## config.mk

```make
export PLATFORM = sky130hd
export DESIGN_NAME = banco_registros_arbitro_flat
export DESIGN_NICKNAME = d
export VERILOG_FILES = /design/src/rtl/banco_registros_arbitro_if.sv /design/src/rtl/banco_registros_arbitro.sv /design/src/flat_wrapper.sv
export SDC_FILE = /design/constraint.sdc
export NUM_CORES = 1
export LEC_CHECK = 0
export CORE_UTILIZATION = 25
export DETAILED_ROUTE_END_ITERATION = 16
export DONT_BUFFER_PORTS = 1
export PLACE_DENSITY_LB_ADDON = 0.08
export SLEW_MARGIN = 20
export SYNTH_ARGS = -nofsm -noshare
export SYNTH_HDL_FRONTEND = slang
export SYNTH_SLANG_ARGS = --single-unit
```

## constraint.sdc

```tcl
create_clock -name clk -period 1.67 [get_ports clk]
set_input_delay 0.334 -clock clk [delete_from_list [all_inputs] [get_ports clk]]
set_output_delay 0.334 -clock clk [all_outputs]
set_load 0.03 [all_outputs]
```

## src/rtl/banco_registros_arbitro_if.sv

```systemverilog
// Write-port bus between the two writeback requesters, the arbiter and the register file.
// Carries both request channels, the registered register-file write port and the conflict counter.
interface banco_registros_arbitro_if #(
  parameter int unsigned AW = 5,
  parameter int unsigned DW = 32
);
  logic          a_valid;
  logic [AW-1:0] a_addr;
  logic [DW-1:0] a_data;
  logic          a_ready;

  logic          b_valid;
  logic [AW-1:0] b_addr;
  logic [DW-1:0] b_data;
  logic          b_ready;

  logic [AW-1:0] rf_wa;
  logic [DW-1:0] rf_data;
  logic          rf_we;
  logic [15:0]   conflict_cnt;

  // Requesters / environment side
  modport master (
    output a_valid, a_addr, a_data, b_valid, b_addr, b_data,
    input  a_ready, b_ready, rf_wa, rf_data, rf_we, conflict_cnt
  );

  // Arbiter side
  modport slave (
    input  a_valid, a_addr, a_data, b_valid, b_addr, b_data,
    output a_ready, b_ready, rf_wa, rf_data, rf_we, conflict_cnt
  );
endinterface

```

## src/rtl/banco_registros_arbitro.sv

```systemverilog
// Round-robin arbiter for the single write port of the 32x32 register file (ALU vs. load writeback).
// Optional contested-cycle counter built only when RF_ARB_CONFLICT_CNT_EN is defined.
module banco_registros_arbitro #(
  parameter int unsigned AW          = 5,
  parameter int unsigned DW          = 32,
  parameter bit          R0_WRITABLE = 1'b1
) (
  input  logic                      clk,
  input  logic                      rst_n,
  banco_registros_arbitro_if.slave  bus
);

  localparam int unsigned CNT_W = 16;

  typedef enum logic {PRIO_A = 1'b0, PRIO_B = 1'b1} prio_e;

  prio_e         prio_q, prio_d;
  logic          grant_a, grant_b;
  logic [AW-1:0] sel_addr;
  logic [DW-1:0] sel_data;
  logic          we_q;
  logic [AW-1:0] wa_q;
  logic [DW-1:0] data_q;

  // Priority state register
  always_ff @(posedge clk or negedge rst_n) begin
    if (!rst_n) prio_q <= PRIO_A;
    else        prio_q <= prio_d;
  end

  // Grant, next priority and write-path mux; nothing is granted while in reset
  always_comb begin
    grant_a  = 1'b0;
    grant_b  = 1'b0;
    prio_d   = prio_q;
    sel_addr = bus.a_addr;
    sel_data = bus.a_data;
    if (rst_n) begin
      if (bus.a_valid && (!bus.b_valid || prio_q == PRIO_A)) grant_a = 1'b1;
      else if (bus.b_valid)                                   grant_b = 1'b1;
    end
    if (grant_a) begin
      prio_d = PRIO_B;
    end else if (grant_b) begin
      prio_d   = PRIO_A;
      sel_addr = bus.b_addr;
      sel_data = bus.b_data;
    end
  end

  assign bus.a_ready = grant_a;
  assign bus.b_ready = grant_b;

  // Registered write port; address/data hold when idle, r0 writes optionally suppressed
  always_ff @(posedge clk or negedge rst_n) begin
    if (!rst_n) begin
      we_q   <= 1'b0;
      wa_q   <= '0;
      data_q <= '0;
    end else begin
      we_q <= (grant_a || grant_b) && (R0_WRITABLE || (sel_addr != '0));
      if (grant_a || grant_b) begin
        wa_q   <= sel_addr;
        data_q <= sel_data;
      end
    end
  end

  assign bus.rf_we   = we_q;
  assign bus.rf_wa   = wa_q;
  assign bus.rf_data = data_q;

`ifdef RF_ARB_CONFLICT_CNT_EN
  logic [CNT_W-1:0] cnt_q;

  // Saturating count of cycles where both requesters are valid
  always_ff @(posedge clk or negedge rst_n) begin
    if (!rst_n) begin
      cnt_q <= '0;
    end else if (bus.a_valid && bus.b_valid && (cnt_q != {CNT_W{1'b1}})) begin
      cnt_q <= cnt_q + CNT_W'(1);
    end
  end

  assign bus.conflict_cnt = cnt_q;
`else
  assign bus.conflict_cnt = CNT_W'(0);
`endif

endmodule

```

## src/flat_wrapper.sv

```systemverilog
// flat-port wrapper written by rule: the top's interface ports become plain ports
module banco_registros_arbitro_flat 
#(
  parameter int unsigned AW          = 5,
  parameter int unsigned DW          = 32,
  parameter bit          R0_WRITABLE = 1'b1
)
  (clk, rst_n, bus_a_valid, bus_a_addr, bus_a_data, bus_b_valid, bus_b_addr, bus_b_data, bus_a_ready, bus_b_ready, bus_rf_wa, bus_rf_data, bus_rf_we, bus_conflict_cnt);
  banco_registros_arbitro_if #(.AW(AW), .DW(DW)) bus_i ();
  input  logic clk;
  input  logic rst_n;
  input wire logic [$bits(bus_i.a_valid)-1:0] bus_a_valid;
  input wire logic [$bits(bus_i.a_addr)-1:0] bus_a_addr;
  input wire logic [$bits(bus_i.a_data)-1:0] bus_a_data;
  input wire logic [$bits(bus_i.b_valid)-1:0] bus_b_valid;
  input wire logic [$bits(bus_i.b_addr)-1:0] bus_b_addr;
  input wire logic [$bits(bus_i.b_data)-1:0] bus_b_data;
  output wire logic [$bits(bus_i.a_ready)-1:0] bus_a_ready;
  output wire logic [$bits(bus_i.b_ready)-1:0] bus_b_ready;
  output wire logic [$bits(bus_i.rf_wa)-1:0] bus_rf_wa;
  output wire logic [$bits(bus_i.rf_data)-1:0] bus_rf_data;
  output wire logic [$bits(bus_i.rf_we)-1:0] bus_rf_we;
  output wire logic [$bits(bus_i.conflict_cnt)-1:0] bus_conflict_cnt;
  assign bus_i.a_valid = bus_a_valid;
  assign bus_i.a_addr = bus_a_addr;
  assign bus_i.a_data = bus_a_data;
  assign bus_i.b_valid = bus_b_valid;
  assign bus_i.b_addr = bus_b_addr;
  assign bus_i.b_data = bus_b_data;
  assign bus_a_ready = bus_i.a_ready;
  assign bus_b_ready = bus_i.b_ready;
  assign bus_rf_wa = bus_i.rf_wa;
  assign bus_rf_data = bus_i.rf_data;
  assign bus_rf_we = bus_i.rf_we;
  assign bus_conflict_cnt = bus_i.conflict_cnt;
  banco_registros_arbitro #(.AW(AW), .DW(DW), .R0_WRITABLE(R0_WRITABLE)) u_core (.clk(clk), .rst_n(rst_n), .bus(bus_i));
endmodule
```

==> flow_summary.toml, run 1 <==
[timing]
setup_slack_ns = 0.126
drv_slew = 0
whs_ns = 0.187
hold_violations = 0
setup_viol = 0
period_share = 0.925
grt_setup_unrepaired = "no"
tns_ns = 0
fmax_mhz = 648
fin_crit_ns = 1.54
skew_ns = 0.00692

[floorplanning]
die_w_um = 87.8
die_y_um = 87.8
coreArea_um2 = 6940
rows = 30
dieArea_um2 = 7700
initial_core_util = 0.265
ios = 134

[power]
power_density_nw_per_um2 = 1370
irDropWorstVdd_uv = 424
sw_frac_of_total = 0.336
sequentialPowerShare = 0.532
p_clk_frac = 0.329
leakage_nw = 0.876
power_frac_comb = 0.139
p_int_w = 0.00187
power.switching_w = 0.000946
finalPower_w = 0.00282

[finish]
postLayoutCoreUtil = 0.296
final_common_cell = "dfrtp_1"
syn_to_final_growth_pct = 11.8
ff_latch_area_um2 = 976
nNetsFinal = 231
diodes = 0
nFillCells = 724
multi_input_area_um2 = 719
drive_gt1_frac = 0.110
final_cell_mix = "dfrtp_1, a221o_1, and2_0, conb_1, and2_1"

[clocking]
htree_num_levels = 2
insertion_delay_ns = 0.29
cts_setup_buffers = 0
clk_pin_slew_ns = 0.08
clock-root-buffer = "clkbuf_8"
cts_made_buffers = 5
cts_tree = "built"
cts_sinks = 39
clockBufferDepth = 2

[worst_setup_path]
cpMaxStageDelayCell = "dfrtp_1"
endpoint_kind = "output pin"
cp.arrival_ns = 1.21
reg2regPathDepth = 4
crit_fanout = 6
crit_path_start_kind = "flip-flop"
cpPeakStageDelay_ns = 0.43
path_delay_family = "flip-flops"
crit_buf_inv = 1
required_ns = 1.34
path_cells = "inv_1 > a21oi_4"
path_depth = 2
critPathKind = "flip-flop to output pin"

[yosys]
syn_area_um2 = 1840
ys_ff_latch = 39
ys_warn_count = 0
netlist_instances = 151
syn-mean-instance-area_um2 = 12.2
yosysSeqAreaShare = 0.531
ys_types = 15

[global_routing]
grt_max_degree = 40
grt.overflow.total = 0
antenna_found_initial = 0
grtUsageTotal = 0.116
grt_pass1_vias = 1301
grt_pass1_wl_um = 6570

[routing]
ant_nets = 0
via_per_inst = 5.00
routed_wl_um = 4600
drt-pass1-iter-count = 2
num_vias = 1250
wl_per_cell_um = 18.4
drtIter0Drc = 56
drc = 0

[run]
max-cap-violations = 0

[place]
dpl_worst_slack_ns = 0.282
place.gp.congestion = 0.656
numPortBuffers = 0
dp_hpwl_um = 3330

[hold_path]
min-delay-path-class = "input pin to flip-flop"
hold_depth = 1

[outcome]
status = "finished, final reports clean"
## metal layers
layer,vias to the layer above,GRT usage,share of wire
li1,530,-,-
met1,628,0.136,0.41
met2,87,0.199,0.49
met3,5,0.0368,0.094
met4,0,0.0402,0.0078
met5,-,0,0
## worst reg2reg max path: cells and delay by family (launching register included)
kind,cells,cell delay (ns)
AOI/OAI and AO/OA,2,0.59
DFF,1,0.43
buffers and inverters,2,0.32
## final cells by class
type / instances / share of cell area
sequential: 39 / 0.475
multi-input combinational: 97 / 0.350
tap: 96 / 0.0584
timing repair buffer: 8 / 0.0487
clock buffer: 6 / 0.0353
clock inverter: 2 / 0.0292
inverter: 2 / 0.00365
## cells by family after synthesis
logic type / Yosys count / synth area share
buffers and inverters: 30 / 0.119
DFF: 39 / 0.531
and+or+nand+nor: 40 / 0.132
AOI/OAI and AO/OA: 41 / 0.216
other: 1 / 0.00204
## per-stage QoR
step | area, µm² | std cells
6_report | 2060 | 250
5_1_grt | 2060 | 250
4_1_cts | 2060 | 250
3_5_place_dp | 1890 | 240
3_3_place_gp | 1890 | 240
2_1_floorplan | 1900 | 166
## final timing paths
check / slack (ns) / end / from
hold reg to reg: 0.60 / u_core.prio_q / u_core.prio_q
hold / removal: 0.19 / u_core.bus.rf_data[0] / bus_a_data[0]
min in group asynchronous: 0.51 / u_core.bus.rf_wa[4] / rst_n
setup reg to reg: 0.29 / u_core.bus.rf_data[5] / u_core.prio_q
setup / recovery: 0.13 / bus_b_ready / u_core.prio_q
max in group asynchronous: 0.94 / u_core.bus.rf_we / rst_n
## synth_stat cells, drive strengths merged
cell type | count | area [µm²]
dfrtp | 39 | 976
a221o | 37 | 370
and2 | 37 | 231
buf | 27 | 208
nand2 | 3 | 11.3
a21oi | 2 | 13.8
inv | 2 | 7.51
o21ai | 2 | 13.8
clkbuf | 1 | 3.75
conb | 1 | 3.75
## power groups by stage
| stage | logic (W) | registers [W] | clock network [W] |
|---|---|---|---|
| 2_1_floorplan | 0.000341 | 0.00148 | 0 |
| 3_3_place_gp | 0.000356 | 0.00152 | 0 |
| 3_5_place_dp | 0.000371 | 0.00152 | 0 |
| 4_1_cts | 0.000398 | 0.00150 | 0.000971 |
| 5_1_grt | 0.000431 | 0.00152 | 0.00100 |
| 6_report | 0.000391 | 0.00150 | 0.000928 |
## state kept, by name (all words and copies together) (netlist names)
signal and flops:
u_core.bus.rf_data 32, u_core.bus.rf_wa 5, u_core.bus.rf_we 1, u_core.prio_q 1
## timing repair
item                                   4_1_cts  5_1_grt
endpoints found under the hold margin       39        0
hold buffers                                 2        0
gates resized for setup                      0        0
Power figures use the tool's default switching activity.
==> inputs of run 2 (changes only) <==
--- a/config.mk
+++ b/config.mk
@@ -8,7 +8,8 @@
 export CORE_UTILIZATION = 25
 export DETAILED_ROUTE_END_ITERATION = 16
 export DONT_BUFFER_PORTS = 1
-export PLACE_DENSITY_LB_ADDON = 0.08
+export GPL_ROUTABILITY_DRIVEN = 1
+export PLACE_DENSITY = 0.37
 export SLEW_MARGIN = 20
 export SYNTH_ARGS = -nofsm -noshare
 export SYNTH_HDL_FRONTEND = slang
==> flow_summary.toml, run 2 (synthesis gave the netlist of run 1 again) <==
[outcome]
status = "finished, final reports clean"

[clocking]
insertion_delay_ns = 0.29
htree_num_levels = 2
ctsResizeCount = 0
clockBufferDepth = 2
cts_made_buffers = 5
cts_tree = "built"
clock-root-buffer = "clkbuf_8"
clk_pin_slew_ns = 0.08
cts_sinks = 39

[power]
power_density_nw_per_um2 = 1340
irDropWorstVdd_uv = 480
leakage_nw = 0.869

[finish]
final_cell_mix = "dfrtp_1, a221o_1, and2_0, conb_1, and2_1"
drive_gt1_frac = 0.117
syn_to_final_growth_pct = 10.3
largest_reg_flops = 32
final_common_cell = "dfrtp_1"
nFillCells = 716
diodes = 0
nNetsFinal = 231

[worst_setup_path]
crit_fanout = 4
reg2regPathDepth = 4
cpPeakStageDelay_ns = 0.43
required_ns = 1.34
rrSetupSlack_ns = 0.26
reg2reg_to = "u_core.bus.rf_data[31]"
crit_buf_inv = 1
timing.rr.start = "u_core.prio_q"
cp.arrival_ns = 1.11
endpoint_kind = "output pin"
path_cells = "inv_1 > a21oi_4"
path_delay_family = "flip-flops"
critPathKind = "flip-flop to output pin"
crit_path_start_kind = "flip-flop"
cpMaxStageDelayCell = "dfrtp_1"

[hold_path]
holdPathEnd = "u_core.bus.rf_data[14]"
min-delay-path-class = "input pin to flip-flop"
hold_depth = 1
worstHoldStart = "bus_a_data[14]"

[floorplanning]
ios = 134
coreArea_um2 = 6940
dieArea_um2 = 7700
rows = 30
initial_core_util = 0.265
die_y_um = 87.8
die_w_um = 87.8

[global_routing]
grt_pass1_wl_um = 7200
grt_max_degree = 40
grt.overflow.total = 0
grtUsageTotal = 0.127
antenna_found_initial = 0
grt_pass1_vias = 1337

[routing]
drt-pass1-iter-count = 4
num_vias = 1216
ant_nets = 0
routed_wl_um = 4770
via_per_inst = 4.86
wl_per_cell_um = 19.1
drtIter0Drc = 38
top_layer = "met4"
wl_met1_um = 1980
wl_met3_um = 481
drc = 0
met2WireLength_um = 2240

[timing]
skew_ns = 0.00411
fmax_mhz = 691
drv_slew = 0
tns_ns = 0
hold_violations = 0
fin_crit_ns = 1.45
setup_viol = 0
grt_setup_unrepaired = "no"
setup_slack_ns = 0.222
period_share = 0.867

[place]
dpl_worst_slack_ns = 0.265
numPortBuffers = 0
dp_hpwl_um = 3390
place.gp.congestion = 0.628

[run]
max-cap-violations = 0
run 2: changes by cell type in the layout (fill, tap and decap cells not counted), sizes merged:
| cell | before | now |
|---|---|---|
| clkinv | 0 | 1 |
| bufinv | 2 | 1 |
run 2: through the flow:
stage          power [W]  hold slack (ns)  utilization  std cells  cell area, µm²
2_1_floorplan    0.00182           0.0384            -        166            1900
3_3_place_gp     0.00187           0.0393        0.271        240            1880
3_5_place_dp     0.00188           0.0394        0.271        240            1880
4_1_cts          0.00277            0.171        0.292        250            2030
5_1_grt          0.00287            0.163        0.292        250            2030
6_report         0.00272            0.184        0.292        250            2030
run 2: worst max-delay path by stage:
stage	end	startpoint	cells past startpoint	slack (ns)
global placement	u_core.bus.rf_data[10]	u_core.prio_q	4	0.30
finish	bus_b_ready	u_core.prio_q	2	0.22
CTS	bus_b_ready	u_core.prio_q	2	0.20
global route	bus_b_ready	u_core.prio_q	2	0.12
floorplan	u_core.bus.rf_data[0]	u_core.prio_q	5	0.44
detailed placement	u_core.bus.rf_data[2]	u_core.prio_q	4	0.27
run 2: layout make-up:
type	count	area [µm²]	area share
Multi-Input combinational cell	97	719	0.355
Sequential cell	39	976	0.481
Inverter	2	7.51	0.00370
Timing Repair Buffer	8	87.6	0.0432
Clock inverter	2	35.0	0.0173
Clock buffer	6	82.6	0.0407
Tap cell	96	120	0.0592
run 2: timing repair:
action | 4_1_cts | 5_1_grt
hold buffers | 2 | 0
buffers inserted | 0 | 0
hold endpoints to repair | 39 | 0
run 2: where the power goes:
group | internal, W | leakage, nW | switching [W]
Sequential | 0.00109 | 0.481 | 0.000410
Clock | 0.000484 | 0.0612 | 0.000351
Combinational | 0.000178 | 0.327 | 0.000204
run 2: per-layer routing:
layer	track usage	up-vias
met5	0	-
met3	0.0547	6
li1	-	528
met2	0.202	92
met4	0.0447	0
met1	0.154	590
==> inputs of run 3 (changes only) <==
--- a/config.mk
+++ b/config.mk
@@ -5,6 +5,7 @@
 export SDC_FILE = /design/constraint.sdc
 export NUM_CORES = 1
 export LEC_CHECK = 0
+export CORE_MARGIN = 2
 export CORE_UTILIZATION = 25
 export DETAILED_ROUTE_END_ITERATION = 16
 export DONT_BUFFER_PORTS = 1
==> constraint.sdc (replaced) <==
create_clock -name clk -period 1.5 [get_ports clk]
set_input_delay 0.3 -clock clk [delete_from_list [all_inputs] [get_ports clk]]
set_output_delay 0.3 -clock clk [all_outputs]
set_load 0.03 [all_outputs]
==> flow_summary.toml, run 3 (synthesis gave the netlist of run 1 again) <==
[power]
sequentialPowerShare = 0.594
power_density_nw_per_um2 = 1390
power.switching_w = 0.00106
sw_frac_of_total = 0.378
irDropWorstVdd_uv = 502
finalPower_w = 0.00280
power_frac_comb = 0.162
leakage_nw = 0.864
p_int_w = 0.00174
p_clk_frac = 0.245

[hold_path]
min-delay-path-class = "input pin to flip-flop"
worstHoldStart = "bus_a_data[31]"
hold_depth = 1
holdPathEnd = "u_core.bus.rf_data[31]"

[floorplanning]
rows = 31
initial_core_util = 0.256
dieArea_um2 = 8060
ios = 134
die_w_um = 89.8
die_y_um = 89.8
coreArea_um2 = 7180

[worst_setup_path]
cp.arrival_ns = 1.14
reg2regPathDepth = 4
critPathKind = "flip-flop to output pin"
reg2reg_to = "u_core.bus.rf_data[19]"
crit_path_start_kind = "flip-flop"
required_ns = 1.20
rrSetupSlack_ns = 0.11
endpoint_kind = "output pin"
timing.rr.start = "u_core.prio_q"
crit_fanout = 4

[finish]
drive_gt1_frac = 0.123
syn_to_final_growth_pct = 9.93
postLayoutCoreUtil = 0.282
final_cell_mix = "dfrtp_1, a221o_1, and2_0, conb_1, and2_1"
nNetsFinal = 232
final_common_cell = "dfrtp_1"
largest_reg_flops = 32
nFillCells = 725
diodes = 0

[clocking]
htree_num_levels = 2
cts_tree = "built"
clk_pin_slew_ns = 0.08
cts_made_buffers = 5
clockBufferDepth = 2
clock-root-buffer = "clkbuf_8"
cts_sinks = 39
insertion_delay_ns = 0.29
cts_setup_buffers = 0

[routing]
drtIter0Drc = 58
num_vias = 1233
ant_nets = 0
routed_wl_um = 4640
via_per_inst = 4.85
wl_per_cell_um = 18.3
drt-pass1-iter-count = 4
drc = 0

[global_routing]
grt_pass1_vias = 1317
grtUsageTotal = 0.118
grt_pass1_wl_um = 7450
antenna_found_initial = 0
grt_max_degree = 40
grt.overflow.total = 0

[timing]
drv_slew = 0
hold_violations = 0
fin_crit_ns = 1.44
grt_setup_unrepaired = "yes"
setup_viol = 0
fmax_mhz = 694
skew_ns = 0.00615
period_share = 0.960

[place]
dp_hpwl_um = 3380
place.gp.congestion = 0.717
numPortBuffers = 0

[outcome]
status = "finished, final reports clean"

[run]
max-cap-violations = 0
[run 3: cell types whose count changed in the layout (fill, tap and decap cells not counted)]
| cell | previous run | this run |
|---|---|---|
| buf_6 | 0 | 1 |
| clkbuf_8 | 6 | 5 |
| bufinv_16 | 1 | 0 |
| buf_12 | 2 | 3 |
| buf_4 | 5 | 4 |
| clkinv_2 | 1 | 3 |
[run 3: cell type report]
type / count / area [µm²] / area share
multi-input cells: 97 / 719 / 0.356
repair buffers: 9 / 111 / 0.0551
clock buffers: 5 / 68.8 / 0.0340
well taps: 99 / 124 / 0.0613
flip-flops and latches: 39 / 976 / 0.483
clock inverters: 3 / 15.0 / 0.00743
inverters: 2 / 7.51 / 0.00371
[run 3: repair_timing]
item | 4_1_cts | 5_1_grt
endpoints found under the hold margin | 39 | 0
hold buffers | 2 | 0
resized for setup | 0 | 1
endpoints found under the setup margin | 0 | 22
[run 3: worst max-delay path: stages, from the launching register on]
cell and delay (ns):
dfrtp_1 0.43, inv_1 0.09, a21oi_4 0.33
[run 3: worst max path at each step]
stage	slack (ns)	start	cells after the start	end
after floorplan	0.27	u_core.prio_q	5	u_core.bus.rf_data[0]
after detailed placement	0.01	u_core.prio_q	4	u_core.bus.rf_data[19]
after global routing	-0.005	u_core.prio_q	2	bus_b_ready
after global placement	0.09	u_core.prio_q	4	u_core.bus.rf_data[13]
final	0.06	u_core.prio_q	2	bus_b_ready
after CTS	0.007	u_core.prio_q	4	u_core.bus.rf_data[19]
[run 3: power by group through the flow]
stage	Clock, W	Sequential [W]	Combinational (W)
6_report	0.000685	0.00166	0.000452
5_1_grt	0.000779	0.00168	0.000507
4_1_cts	0.000726	0.00167	0.000460
3_5_place_dp	0	0.00168	0.000431
3_3_place_gp	0	0.00168	0.000408
2_1_floorplan	0	0.00164	0.000380
[run 3: per-layer routing]
metal,vias to the layer above,share of wire,GRT usage
li1,531,-,-
met1,625,0.37,0.125
met2,71,0.52,0.215
met3,6,0.096,0.0486
met4,0,0.011,0.0321
met5,-,0,0
[run 3: through the flow]
step / hold WS [ns] / cells / worst slack, ns / TNS, ns / area [µm²]
3_5_place_dp: 0.00603 / 244 / 0.0114 / 0 / 1900
4_1_cts: 0.137 / 254 / 0.00660 / 0 / 2020
5_1_grt: 0.132 / 254 / -0.00501 / -0.00501 / 2020
2_1_floorplan: 0.00441 / 166 / 0.271 / 0 / 1900
6_report: 0.153 / 254 / 0.0596 / 0 / 2020
3_3_place_gp: 0.00580 / 244 / 0.0881 / 0 / 1900
